--- config.mk ---
export PLATFORM = sky130hd
export DESIGN_NAME = vram_controller
export DESIGN_NICKNAME = d
export VERILOG_FILES = /design/src/rtl/vram_controller.sv
export SDC_FILE = /design/constraint.sdc
export NUM_CORES = 1
export LEC_CHECK = 0
export CAP_MARGIN = 5
export CELL_PAD_IN_SITES_DETAIL_PLACEMENT = 0
export CELL_PAD_IN_SITES_GLOBAL_PLACEMENT = 2
export CORE_UTILIZATION = 23
export DETAILED_ROUTE_END_ITERATION = 16
export PLACE_DENSITY = 0.95
export REMOVE_ABC_BUFFERS = 1
export SKIP_CTS_REPAIR_TIMING = 1
export SLEW_MARGIN = 20
export SYNTH_ARGS = -nofsm -noshare
export SYNTH_HDL_FRONTEND = slang
export SYNTH_SLANG_ARGS = --single-unit
--- constraint.sdc ---
create_clock -name CLK -period 4.5 [get_ports CLK]
set_input_delay 0.45 -clock CLK [delete_from_list [all_inputs] [get_ports CLK]]
set_output_delay 0.45 -clock CLK [all_outputs]
set_load 0.05 [all_outputs]
--- src/rtl/vram_controller.sv ---
`default_nettype none
// ============================================================================
//  Module      : vram_controller
//  Description : Single-port asynchronous SRAM front end for a 640x480 video
//                pipeline. Every cycle it turns a requested pixel coordinate
//                (background plane or sprite sheet) into an SRAM word read and
//                returns the selected byte as an RRRGGGBB pixel two clocks
//                later. Outside the active display area it can optionally
//                service a word write from a second requester.
//  Revision    : 1.0 - initial release
// ----------------------------------------------------------------------------
//  Configuration macro:
//    VRAM_WR_PORT_EN  defined   -> write port active (RD/WR_SETUP/WR_PULSE)
//                     undefined -> read-only, WR_* inputs are ignored
// ----------------------------------------------------------------------------
//  Ports:
//    CLK               in   1   memory clock, the only clock
//    RESET_N           in   1   asynchronous active-low reset
//    VRAM_READ_SPRITE  in   1   1 = sprite sheet, 0 = background
//    VRAM_X, VRAM_Y    in  10   requested pixel coordinate
//    VRAM_RGB          out  8   returned pixel (0 during blanking)
//    WR_REQ            in   1   write request, held until WR_ACK
//    WR_ADDR           in  20   write word address
//    WR_DATA           in  16   write data
//    WR_ACK            out  1   one-cycle write-complete pulse
//    SRAM_ADDR         out 20   SRAM word address
//    SRAM_DQ_IN        in  16   SRAM read data
//    SRAM_DQ_OUT       out 16   SRAM write data
//    SRAM_DQ_OE        out  1   DQ drive enable
//    SRAM_CE_N/OE_N/WE_N/UB_N/LB_N  out 1  active-low SRAM strobes
// ============================================================================
module vram_controller #(
    parameter logic [20:0] BG_BASE        = 21'd0,
    parameter logic [20:0] SPRITE_BASE    = 21'h4B000,
    parameter logic [10:0] SPRITE_SHEET_W = 11'd1024
) (
    input  logic        CLK,
    input  logic        RESET_N,
    input  logic        VRAM_READ_SPRITE,
    input  logic [9:0]  VRAM_X,
    input  logic [9:0]  VRAM_Y,
    output logic [7:0]  VRAM_RGB,
    input  logic        WR_REQ,
    input  logic [19:0] WR_ADDR,
    input  logic [15:0] WR_DATA,
    output logic        WR_ACK,
    output logic [19:0] SRAM_ADDR,
    input  logic [15:0] SRAM_DQ_IN,
    output logic [15:0] SRAM_DQ_OUT,
    output logic        SRAM_DQ_OE,
    output logic        SRAM_CE_N,
    output logic        SRAM_OE_N,
    output logic        SRAM_WE_N,
    output logic        SRAM_UB_N,
    output logic        SRAM_LB_N
);

    localparam logic [9:0]  c_h_active = 10'd640;
    localparam logic [9:0]  c_v_active = 10'd480;
    localparam logic [20:0] c_bg_pitch = 21'd640;

    typedef enum logic [1:0] {
        RD       = 2'd0,
        WR_SETUP = 2'd1,
        WR_PULSE = 2'd2
    } state_t;

    state_t      state_q, state_d;
    logic [9:0]  x_q, x_d;
    logic [9:0]  y_q, y_d;
    logic        spr_q, spr_d;
    logic [7:0]  rgb_q, rgb_d;

    logic [20:0] w_row_bg;
    logic [20:0] w_row_spr;
    logic [20:0] w_index;
    logic        w_blank;
    logic [7:0]  w_byte;

    logic [19:0] w_addr;
    logic [15:0] w_dq_out;
    logic        w_dq_oe;
    logic        w_oe_n;
    logic        w_we_n;
    logic        w_ack;

`ifndef VRAM_WR_PORT_EN
    // Write inputs have no function in the read-only build.
    logic w_unused_wr;
    assign w_unused_wr = ^{WR_REQ, WR_ADDR, WR_DATA};
`endif

    // ------------------------------------------------------------------------
    // Pixel index arithmetic, all modulo 2^21.
    // ------------------------------------------------------------------------
    assign w_row_bg  = {11'd0, y_q} * c_bg_pitch;
    assign w_row_spr = {11'd0, y_q} * {10'd0, SPRITE_SHEET_W};
    assign w_index   = spr_q ? (SPRITE_BASE + w_row_spr + {11'd0, x_q})
                             : (BG_BASE     + w_row_bg  + {11'd0, x_q});

    assign w_blank = (x_q >= c_h_active) || (y_q >= c_v_active);

    // Two pixels per 16-bit word; odd pixels live in the upper byte.
    assign w_byte = w_index[0] ? SRAM_DQ_IN[15:8] : SRAM_DQ_IN[7:0];

    // ------------------------------------------------------------------------
    // Next-state and output decode
    // ------------------------------------------------------------------------
    always_comb begin
        x_d      = VRAM_X;
        y_d      = VRAM_Y;
        spr_d    = VRAM_READ_SPRITE;
        state_d  = state_q;
        rgb_d    = rgb_q;
        w_addr   = w_index[20:1];
        w_dq_out = 16'h0000;
        w_dq_oe  = 1'b0;
        w_oe_n   = 1'b1;
        w_we_n   = 1'b1;
        w_ack    = 1'b0;

        case (state_q)
            RD: begin
                w_oe_n = 1'b0;
                rgb_d  = w_blank ? 8'h00 : w_byte;
`ifdef VRAM_WR_PORT_EN
                // Writes may only steal the SRAM while the display is blank.
                if (WR_REQ && w_blank) begin
                    state_d = WR_SETUP;
                end
`endif
            end
`ifdef VRAM_WR_PORT_EN
            WR_SETUP: begin
                // Address and data settle one cycle before WE_N falls.
                w_addr   = WR_ADDR;
                w_dq_out = WR_DATA;
                w_dq_oe  = 1'b1;
                state_d  = WR_PULSE;
            end
            WR_PULSE: begin
                w_addr   = WR_ADDR;
                w_dq_out = WR_DATA;
                w_dq_oe  = 1'b1;
                w_we_n   = 1'b0;
                w_ack    = 1'b1;
                state_d  = RD;
            end
`endif
            default: begin
                state_d = RD;
            end
        endcase
    end

    // ------------------------------------------------------------------------
    // Registers
    // ------------------------------------------------------------------------
    always_ff @(posedge CLK or negedge RESET_N) begin
        if (!RESET_N) begin
            state_q <= RD;
            x_q     <= 10'd0;
            y_q     <= 10'd0;
            spr_q   <= 1'b0;
            rgb_q   <= 8'h00;
        end else begin
            state_q <= state_d;
            x_q     <= x_d;
            y_q     <= y_d;
            spr_q   <= spr_d;
            rgb_q   <= rgb_d;
        end
    end

    // ------------------------------------------------------------------------
    // Outputs. CE_N and OE_N are gated with RESET_N so the SRAM is deselected
    // the instant reset asserts; WE_N/DQ_OE/WR_ACK follow the state register,
    // which is itself cleared asynchronously.
    // ------------------------------------------------------------------------
    assign VRAM_RGB    = rgb_q;
    assign WR_ACK      = w_ack;
    assign SRAM_ADDR   = w_addr;
    assign SRAM_DQ_OUT = w_dq_out;
    assign SRAM_DQ_OE  = w_dq_oe;
    assign SRAM_CE_N   = ~RESET_N;
    assign SRAM_OE_N   = w_oe_n | ~RESET_N;
    assign SRAM_WE_N   = w_we_n;
    assign SRAM_UB_N   = 1'b0;
    assign SRAM_LB_N   = 1'b0;

endmodule
`default_nettype wire

==> impl_metrics.xml, run 1 <==
<?xml version="1.0" encoding="UTF-8"?>
<metrics>
  <group name="status">
    <metric name="run_status" unit="">finished, final reports clean</metric>
  </group>
  <group name="global_route">
    <metric name="grtUsageTotal" unit="%">10.1</metric>
    <metric name="via_count_of_the_first_global_routing_pass" unit="">1803</metric>
    <metric name="grt_max_degree" unit="">30</metric>
    <metric name="globalRoute.totalOverflow" unit="">0</metric>
    <metric name="antenna_found_initial" unit="">0</metric>
    <metric name="grt_pass1_wl" unit="µm">8150</metric>
  </group>
  <group name="floorplanning">
    <metric name="die_w" unit="µm">101</metric>
    <metric name="core" unit="µm²">9370</metric>
    <metric name="boundaryPins" unit="">127</metric>
    <metric name="floorplan.initialDensity" unit="%">24.2</metric>
    <metric name="floorplan.die_area" unit="µm²">10200</metric>
    <metric name="core.rowCount" unit="">35</metric>
    <metric name="fp.dieH" unit="µm">101</metric>
  </group>
  <group name="route">
    <metric name="routed_wl" unit="µm">4700</metric>
    <metric name="detailedRoute.firstIterationViolations" unit="">76</metric>
    <metric name="vias" unit="">1748</metric>
    <metric name="detail_route.vias_per_cell" unit="">4.22</metric>
    <metric name="wl_per_cell" unit="µm">11.3</metric>
    <metric name="drtPass1Iterations" unit="">4</metric>
    <metric name="antenna_violating_nets_post_route" unit="">0</metric>
    <metric name="drcViolationCount" unit="">0</metric>
  </group>
  <group name="layout">
    <metric name="layout-drive-gt1-share" unit="%">6.67</metric>
    <metric name="layout.cells.most_common" unit="">clkdlybuf4s50_1</metric>
    <metric name="multi_input_area" unit="µm²">1230</metric>
    <metric name="sequential_cell_area" unit="µm²">726</metric>
    <metric name="fillCellCount" unit="">983</metric>
    <metric name="finish.net_count" unit="">384</metric>
    <metric name="final_cell_mix" unit="">clkdlybuf4s50_1, dfrtp_1, ha_1, conb_1, nor2_1</metric>
    <metric name="flow.area_growth_from_synthesis" unit="%">30.0</metric>
    <metric name="antenna-diode-count" unit="">0</metric>
  </group>
  <group name="worst_setup_path">
    <metric name="worstSetupStartpointType" unit="">register</metric>
    <metric name="slowest_stage" unit="">a211oi_1</metric>
    <metric name="crit_chain" unit="">ha_1 &gt; ha_1 &gt; fa_1 &gt; a211oi_1 &gt; o22ai_1 &gt; nor4_1 &gt; nand4b_1 &gt; xnor2_1 &gt; o21ai_1 &gt; dlymetal6s2s_1</metric>
    <metric name="timing.critical_path.max_delay_family" unit="">adder cells</metric>
    <metric name="arrival" unit="ns">3.52</metric>
    <metric name="critPathRequiredTime" unit="ns">4.05</metric>
    <metric name="crit_fanout" unit="">4</metric>
    <metric name="max_stage_delay" unit="ns">0.44</metric>
    <metric name="path_buf_inv" unit="">1</metric>
    <metric name="critPathMostFrequentCell" unit="">ha_1</metric>
    <metric name="worstSetupEndpointType" unit="">output pin</metric>
    <metric name="critPathKind" unit="">reg -&gt; out</metric>
  </group>
  <group name="logic_synthesis">
    <metric name="cell_types_with_the_largest_area_share_after_synthesis" unit="">dfrtp_1, buf_4, ha_1</metric>
    <metric name="synth-warning-count" unit="">0</metric>
    <metric name="ffs_latches_synth" unit="">29</metric>
    <metric name="number_of_enable_flip_flop_cells_after_synthesis" unit="">0</metric>
    <metric name="synth.top_cell.area_share" unit="%">32.1</metric>
    <metric name="synth_area_per_cell" unit="µm²">9.55</metric>
    <metric name="synth_flop_cell" unit="">dfrtp_1</metric>
    <metric name="ys_seq_area_share" unit="%">32.1</metric>
    <metric name="synth_largest_area_cell" unit="">dfrtp_1</metric>
    <metric name="syn-cell-area" unit="µm²">2260</metric>
    <metric name="post_synth_num_cell_types" unit="">50</metric>
    <metric name="syn_inst_count" unit="">237</metric>
    <metric name="synthArstFlopShare" unit="%">100</metric>
  </group>
  <group name="cts">
    <metric name="tritoncts.num_buffers" unit="">5</metric>
    <metric name="clkLatencyLatePin" unit="ns">0.27</metric>
    <metric name="tritoncts" unit="">done</metric>
    <metric name="worst_setup_hold_path_clk_slew" unit="ns">0.06</metric>
    <metric name="tritoncts_num_sinks" unit="">29</metric>
    <metric name="ctsLongestPathBuffers" unit="">2</metric>
    <metric name="cts_htree_levels" unit="">2</metric>
    <metric name="root_buffer" unit="">clkbuf_8</metric>
  </group>
  <group name="pwr">
    <metric name="total_power" unit="mW">0.902</metric>
    <metric name="combPwrFrac" unit="%">45.4</metric>
    <metric name="worst_ir_drop_vdd" unit="mV">0.253</metric>
    <metric name="net-switching-power" unit="mW">0.354</metric>
    <metric name="power_frac_seq" unit="%">32.1</metric>
    <metric name="netSwitchingFraction" unit="%">39.3</metric>
    <metric name="cellInternalPower" unit="mW">0.548</metric>
    <metric name="power_frac_clock" unit="%">22.5</metric>
    <metric name="static_power_due_to_leakage" unit="nW">1.32</metric>
    <metric name="pwr_density_cell" unit="nW/µm²">306</metric>
  </group>
  <group name="sta">
    <metric name="timing_worst_slew_pin_value" unit="ns">0.799</metric>
    <metric name="maxClockFrequency" unit="MHz">252</metric>
    <metric name="rsz0062_at_grt" unit="">false</metric>
    <metric name="setup_total_negative_slack" unit="ns">0</metric>
    <metric name="slew_headroom" unit="%">46.8</metric>
    <metric name="clock_skew" unit="ns">0.00288</metric>
    <metric name="finalSetupViolCount" unit="">0</metric>
    <metric name="timing.final.crit_period" unit="ns">3.97</metric>
    <metric name="timing.final.hold_violations" unit="">0</metric>
    <metric name="timing_max_transition_violations_final" unit="">0</metric>
    <metric name="share_of_the_clock_period_used_by_the_worst_path_after_layout" unit="%">88.2</metric>
  </group>
  <group name="hold_path">
    <metric name="hold_path_class" unit="">in -&gt; async</metric>
  </group>
  <group name="placement">
    <metric name="place.port_buffers" unit="">68</metric>
    <metric name="place.gp.congestion" unit="">0.770</metric>
    <metric name="post-dp-hpwl" unit="µm">3860</metric>
  </group>
  <group name="flow_run">
    <metric name="count_of_max_cap_constraint_violations" unit="">0</metric>
  </group>
</metrics>
[Yosys cell counts (2+ instances only)]
master     instances
xor2_1             7
conb_1             2
nor2_1            17
o21ai_0            8
nor3_1             2
a21oi_1           11
o22ai_1            2
o21ai_1            4
mux2i_1           10
a211oi_1           3
nand2_1           12
clkbuf_1           4
nand3_1            3
inv_1             12
dfrtp_1           29
ha_1              21
nor2b_1            2
fa_1               2
o2111ai_1          2
a211o_1            2
xnor2_1            9
nand4_1            2
o211ai_1           3
buf_4             42
[area by class of cell]
cell class                 instances  area share [%]
clock buffer                       7            2.93
sequential                        29            24.7
timing repair buffer              69            23.6
inverter                          12            1.53
multi-input combinational        168            41.8
tap                              129            5.48
[power by group through the flow]
stage | Clock [mW] | Sequential (mW) | Combinational [mW]
after floorplan | 0 | 0.315 | 0.263
after global placement | 0 | 0.294 | 0.408
after detailed placement | 0 | 0.294 | 0.411
after CTS | 0.212 | 0.290 | 0.413
after global routing | 0.229 | 0.291 | 0.444
final | 0.203 | 0.289 | 0.409
[registers in the layout, indices dropped and copies added (netlist names)]
register	flops
VRAM_RGB	8
spr_q	1
x_q	10
y_q	10
[final timing paths]
path / start / endpoint / slack, ns / cells after the start
setup / recovery: y_q[1] / SRAM_ADDR[17] / 0.53 / 10
hold / removal: RESET_N / x_q[0] / 0.58 / 2
setup reg to reg: x_q[7] / VRAM_RGB[6] / 3.21 / 3
hold reg to reg: x_q[0] / VRAM_RGB[7] / 0.81 / 2
max in group asynchronous: RESET_N / y_q[6] / 3.65 / 2
min in group CLK: VRAM_X[5] / x_q[5] / 0.62 / 1
[routing by layer]
layer	track usage (%)	vias to the layer above	wire [µm]	part of all wire, %
met5	0	-	0	0
met4	3.68	0	69	1.5
met3	3.52	5	451	9.6
met2	18.3	87	2370	50
met1	10.8	804	1810	38
li1	-	852	-	-
[worst register-to-register path: cells and delay by family, from the launching register on]
kind             cells  cell delay, ns
flip-flops           1            0.39
AND/OR/NAND/NOR      2            0.56
AO/OA/AOI/OAI        1            0.25
[kinds of logic after synthesis]
group,after synthesis,share of synthesized area [%]
buffers and inverters,59,16.8
and+or+nand+nor,50,11.2
AOI/OAI and AO/OA,47,15.1
DFF,29,32.1
adders and majority gates,23,13.4
xor gates and xnor gates,16,6.19
muxes,11,4.92
other,2,0.332
[per-stage QoR]
stage	std cells	hold slack [ns]	util, %	setup slack (ns)	cell area, µm²
2_1_floorplan	209	0.154	-	0.987	2000
3_3_place_gp	407	0.792	30.4	0.434	2850
3_5_place_dp	407	0.807	30.4	0.416	2850
4_1_cts	414	0.591	31.3	0.121	2930
5_1_grt	414	0.612	31.4	0.218	2940
6_report	414	0.579	31.4	0.531	2940
Note: power is estimated with default switching activity, not from simulation.
==> run 2: changes to the inputs <==
--- a/config.mk
+++ b/config.mk
@@ -9,7 +9,9 @@
 export CELL_PAD_IN_SITES_DETAIL_PLACEMENT = 0
 export CELL_PAD_IN_SITES_GLOBAL_PLACEMENT = 2
 export CORE_UTILIZATION = 23
+export CTS_CLUSTER_DIAMETER = 40
 export DETAILED_ROUTE_END_ITERATION = 16
+export GPL_TIMING_DRIVEN = 0
 export PLACE_DENSITY = 0.95
 export REMOVE_ABC_BUFFERS = 1
 export SKIP_CTS_REPAIR_TIMING = 1
==> run 2 against run 1 <==
Compared with the run above: flip-flop and latch count stayed put; worst hold slack worse by 0.38 ns; sequential power hardly changed; count of clock-buffer cells in the layout fell by 1; non-clock buffer count is 1 lower; critical path type unchanged; critical endpoint is now SRAM_ADDR[18]; largest cell class unchanged; largest power group unchanged; highest routed layer unchanged.
==> impl_metrics.xml, run 2 (same netlist as run 1, synthesis figures left out) <==
<?xml version="1.0" encoding="UTF-8"?>
<metrics>
  <group name="route">
    <metric name="drcViolationCount" unit="">0</metric>
    <metric name="drtPass1Iterations" unit="">4</metric>
    <metric name="detail_route.vias_per_cell" unit="">4.21</metric>
    <metric name="antenna_violating_nets_post_route" unit="">0</metric>
    <metric name="detailedRoute.firstIterationViolations" unit="">72</metric>
    <metric name="routed_wl" unit="µm">4680</metric>
    <metric name="vias" unit="">1741</metric>
    <metric name="wl_per_cell" unit="µm">11.3</metric>
  </group>
  <group name="pwr">
    <metric name="netSwitchingFraction" unit="%">40.4</metric>
    <metric name="combPwrFrac" unit="%">45.7</metric>
    <metric name="worst_ir_drop_vdd" unit="mV">0.253</metric>
    <metric name="cellInternalPower" unit="mW">0.532</metric>
    <metric name="power_frac_clock" unit="%">22.0</metric>
    <metric name="pwr_density_cell" unit="nW/µm²">305</metric>
    <metric name="static_power_due_to_leakage" unit="nW">1.33</metric>
    <metric name="power_frac_seq" unit="%">32.4</metric>
    <metric name="net-switching-power" unit="mW">0.361</metric>
  </group>
  <group name="placement">
    <metric name="place.gp.congestion" unit="">0.770</metric>
    <metric name="dp_cells" unit="">406</metric>
    <metric name="place.port_buffers" unit="">68</metric>
    <metric name="post-dp-hpwl" unit="µm">3870</metric>
    <metric name="placement.setup.worst_slack" unit="ns">0.219</metric>
  </group>
  <group name="floorplanning">
    <metric name="fp.dieH" unit="µm">101</metric>
    <metric name="core.rowCount" unit="">35</metric>
    <metric name="core" unit="µm²">9370</metric>
    <metric name="floorplan.initialDensity" unit="%">24.2</metric>
    <metric name="floorplan.die_area" unit="µm²">10200</metric>
    <metric name="die_w" unit="µm">101</metric>
    <metric name="boundaryPins" unit="">127</metric>
  </group>
  <group name="global_route">
    <metric name="antenna_found_initial" unit="">0</metric>
    <metric name="via_count_of_the_first_global_routing_pass" unit="">1748</metric>
    <metric name="grt_max_degree" unit="">31</metric>
    <metric name="grt_pass1_wl" unit="µm">7810</metric>
    <metric name="grtUsageTotal" unit="%">9.65</metric>
    <metric name="globalRoute.totalOverflow" unit="">0</metric>
  </group>
  <group name="layout">
    <metric name="layout.cells.non_filler" unit="">414</metric>
    <metric name="finish.net_count" unit="">383</metric>
    <metric name="layout-drive-gt1-share" unit="%">6.67</metric>
    <metric name="flow.area_growth_from_synthesis" unit="%">29.5</metric>
    <metric name="layout.cells.most_common" unit="">clkdlybuf4s50_1</metric>
    <metric name="antenna-diode-count" unit="">0</metric>
    <metric name="final_cell_mix" unit="">clkdlybuf4s50_1, dfrtp_1, ha_1, conb_1, nor2_1</metric>
    <metric name="fillCellCount" unit="">1010</metric>
  </group>
  <group name="worst_setup_path">
    <metric name="critPathKind" unit="">reg -&gt; out</metric>
    <metric name="reg2reg_setup_slack" unit="ns">3.26</metric>
    <metric name="worst_r2r_path_depth" unit="">3</metric>
    <metric name="crit_start" unit="">y_q[1]</metric>
    <metric name="max_stage_delay" unit="ns">0.45</metric>
    <metric name="critPathRequiredTime" unit="ns">4.05</metric>
    <metric name="worstSetupStartpointType" unit="">register</metric>
    <metric name="r2r_end" unit="">VRAM_RGB[6]</metric>
    <metric name="crit_fanout" unit="">4</metric>
    <metric name="r2r_start" unit="">x_q[8]</metric>
    <metric name="worstSetupEndpoint" unit="">SRAM_ADDR[18]</metric>
    <metric name="arrival" unit="ns">3.70</metric>
    <metric name="crit_chain" unit="">ha_1 &gt; ha_1 &gt; fa_1 &gt; a211oi_1 &gt; nor2_1 &gt; nor3_1 &gt; nand4_2 &gt; or4_1 &gt; o211ai_2 &gt; dlymetal6s2s_1</metric>
    <metric name="critPathMostFrequentCell" unit="">ha_1</metric>
    <metric name="worstSetupEndpointType" unit="">output pin</metric>
    <metric name="slowest_stage" unit="">or4_1</metric>
  </group>
  <group name="cts">
    <metric name="tritoncts_num_sinks" unit="">29</metric>
    <metric name="cts_htree_levels" unit="">2</metric>
    <metric name="tritoncts.num_buffers" unit="">5</metric>
    <metric name="clkLatencyLatePin" unit="ns">0.27</metric>
    <metric name="tritoncts" unit="">done</metric>
    <metric name="root_buffer" unit="">clkbuf_8</metric>
    <metric name="worst_setup_hold_path_clk_slew" unit="ns">0.06</metric>
    <metric name="ctsLongestPathBuffers" unit="">2</metric>
  </group>
  <group name="sta">
    <metric name="rsz0062_at_grt" unit="">false</metric>
    <metric name="finalWorstSetupSlack" unit="ns">0.348</metric>
    <metric name="maxClockFrequency" unit="MHz">241</metric>
    <metric name="finalSetupViolCount" unit="">0</metric>
    <metric name="timing.final.hold_violations" unit="">0</metric>
    <metric name="slew_headroom" unit="%">47.3</metric>
    <metric name="timing.final.crit_period" unit="ns">4.15</metric>
    <metric name="clock_skew" unit="ns">0.00303</metric>
    <metric name="timing_worst_slew_pin_value" unit="ns">0.790</metric>
    <metric name="share_of_the_clock_period_used_by_the_worst_path_after_layout" unit="%">92.3</metric>
    <metric name="timing_max_transition_violations_final" unit="">0</metric>
    <metric name="final.hold.worst_slack" unit="ns">0.195</metric>
  </group>
  <group name="status">
    <metric name="run_status" unit="">finished, final reports clean</metric>
  </group>
  <group name="flow_run">
    <metric name="count_of_max_cap_constraint_violations" unit="">0</metric>
  </group>
  <group name="hold_path">
    <metric name="hold_path_class" unit="">in -&gt; async</metric>
  </group>
</metrics>
[run 2: cell types whose count changed in the layout (fill, tap and decap cells not counted), sizes merged]
| cell | before | now |
|---|---|---|
| clkbuf | 7 | 6 |
| clkdlybuf4s50 | 63 | 62 |
| clkinv | 0 | 2 |
| dlymetal6s2s | 4 | 5 |
| buf | 2 | 1 |
[run 2: power groups by stage]
stage | combinational (mW) | sequential [mW] | clock, mW
final | 0.408 | 0.289 | 0.196
after global routing | 0.439 | 0.291 | 0.218
after CTS | 0.411 | 0.290 | 0.203
after detailed placement | 0.409 | 0.294 | 0
after global placement | 0.408 | 0.294 | 0
after floorplan | 0.263 | 0.315 | 0
[run 2: layout make-up]
class	instances	area [µm²]	share of cell area (%)
clock buffer	6	72.6	2.48
clock inverter	2	10.0	0.341
inverter	12	45.0	1.54
multi-input combinational	168	1230	41.9
sequential	29	726	24.8
tap	129	161	5.51
timing repair buffer	68	688	23.5
[run 2: stage by stage]
step | instance area (µm²) | total power, mW | util, % | TNS [ns]
after floorplan | 2000 | 0.578 | - | 0
after global routing | 2930 | 0.948 | 31.3 | 0
after detailed placement | 2840 | 0.704 | 30.3 | 0
after global placement | 2840 | 0.701 | 30.3 | 0
final | 2930 | 0.894 | 31.3 | 0
after CTS | 2920 | 0.904 | 31.1 | -0.105
[run 2: worst min path at each step]
stage | end | slack, ns | cells past startpoint
global route | y_q[1] | 0.24 | 1
detailed placement | x_q[0] | 0.51 | 1
global placement | VRAM_RGB[3] | 0.79 | 2
CTS | x_q[7] | 0.22 | 1
floorplan | VRAM_RGB[0] | 0.15 | 0
finish | x_q[0] | 0.20 | 1
[run 2: critical path: cells and delay by family, from the launching register on]
| kind | cells | cell delay, ns |
|---|---|---|
| and+or+nand+nor | 4 | 1.09 |
| adders and majority gates | 3 | 0.98 |
| AOI/OAI and AO/OA | 2 | 0.48 |
| buffers and inverters | 1 | 0.45 |
| DFF | 1 | 0.42 |
[run 2: routing by layer]
| layer | GRT usage, % | share of wire, % |
|---|---|---|
| met3 | 3.04 | 8.2 |
| met1 | 9.99 | 39 |
| met2 | 17.9 | 51 |
| met5 | 0 | 0 |
| met4 | 4.01 | 1.6 |
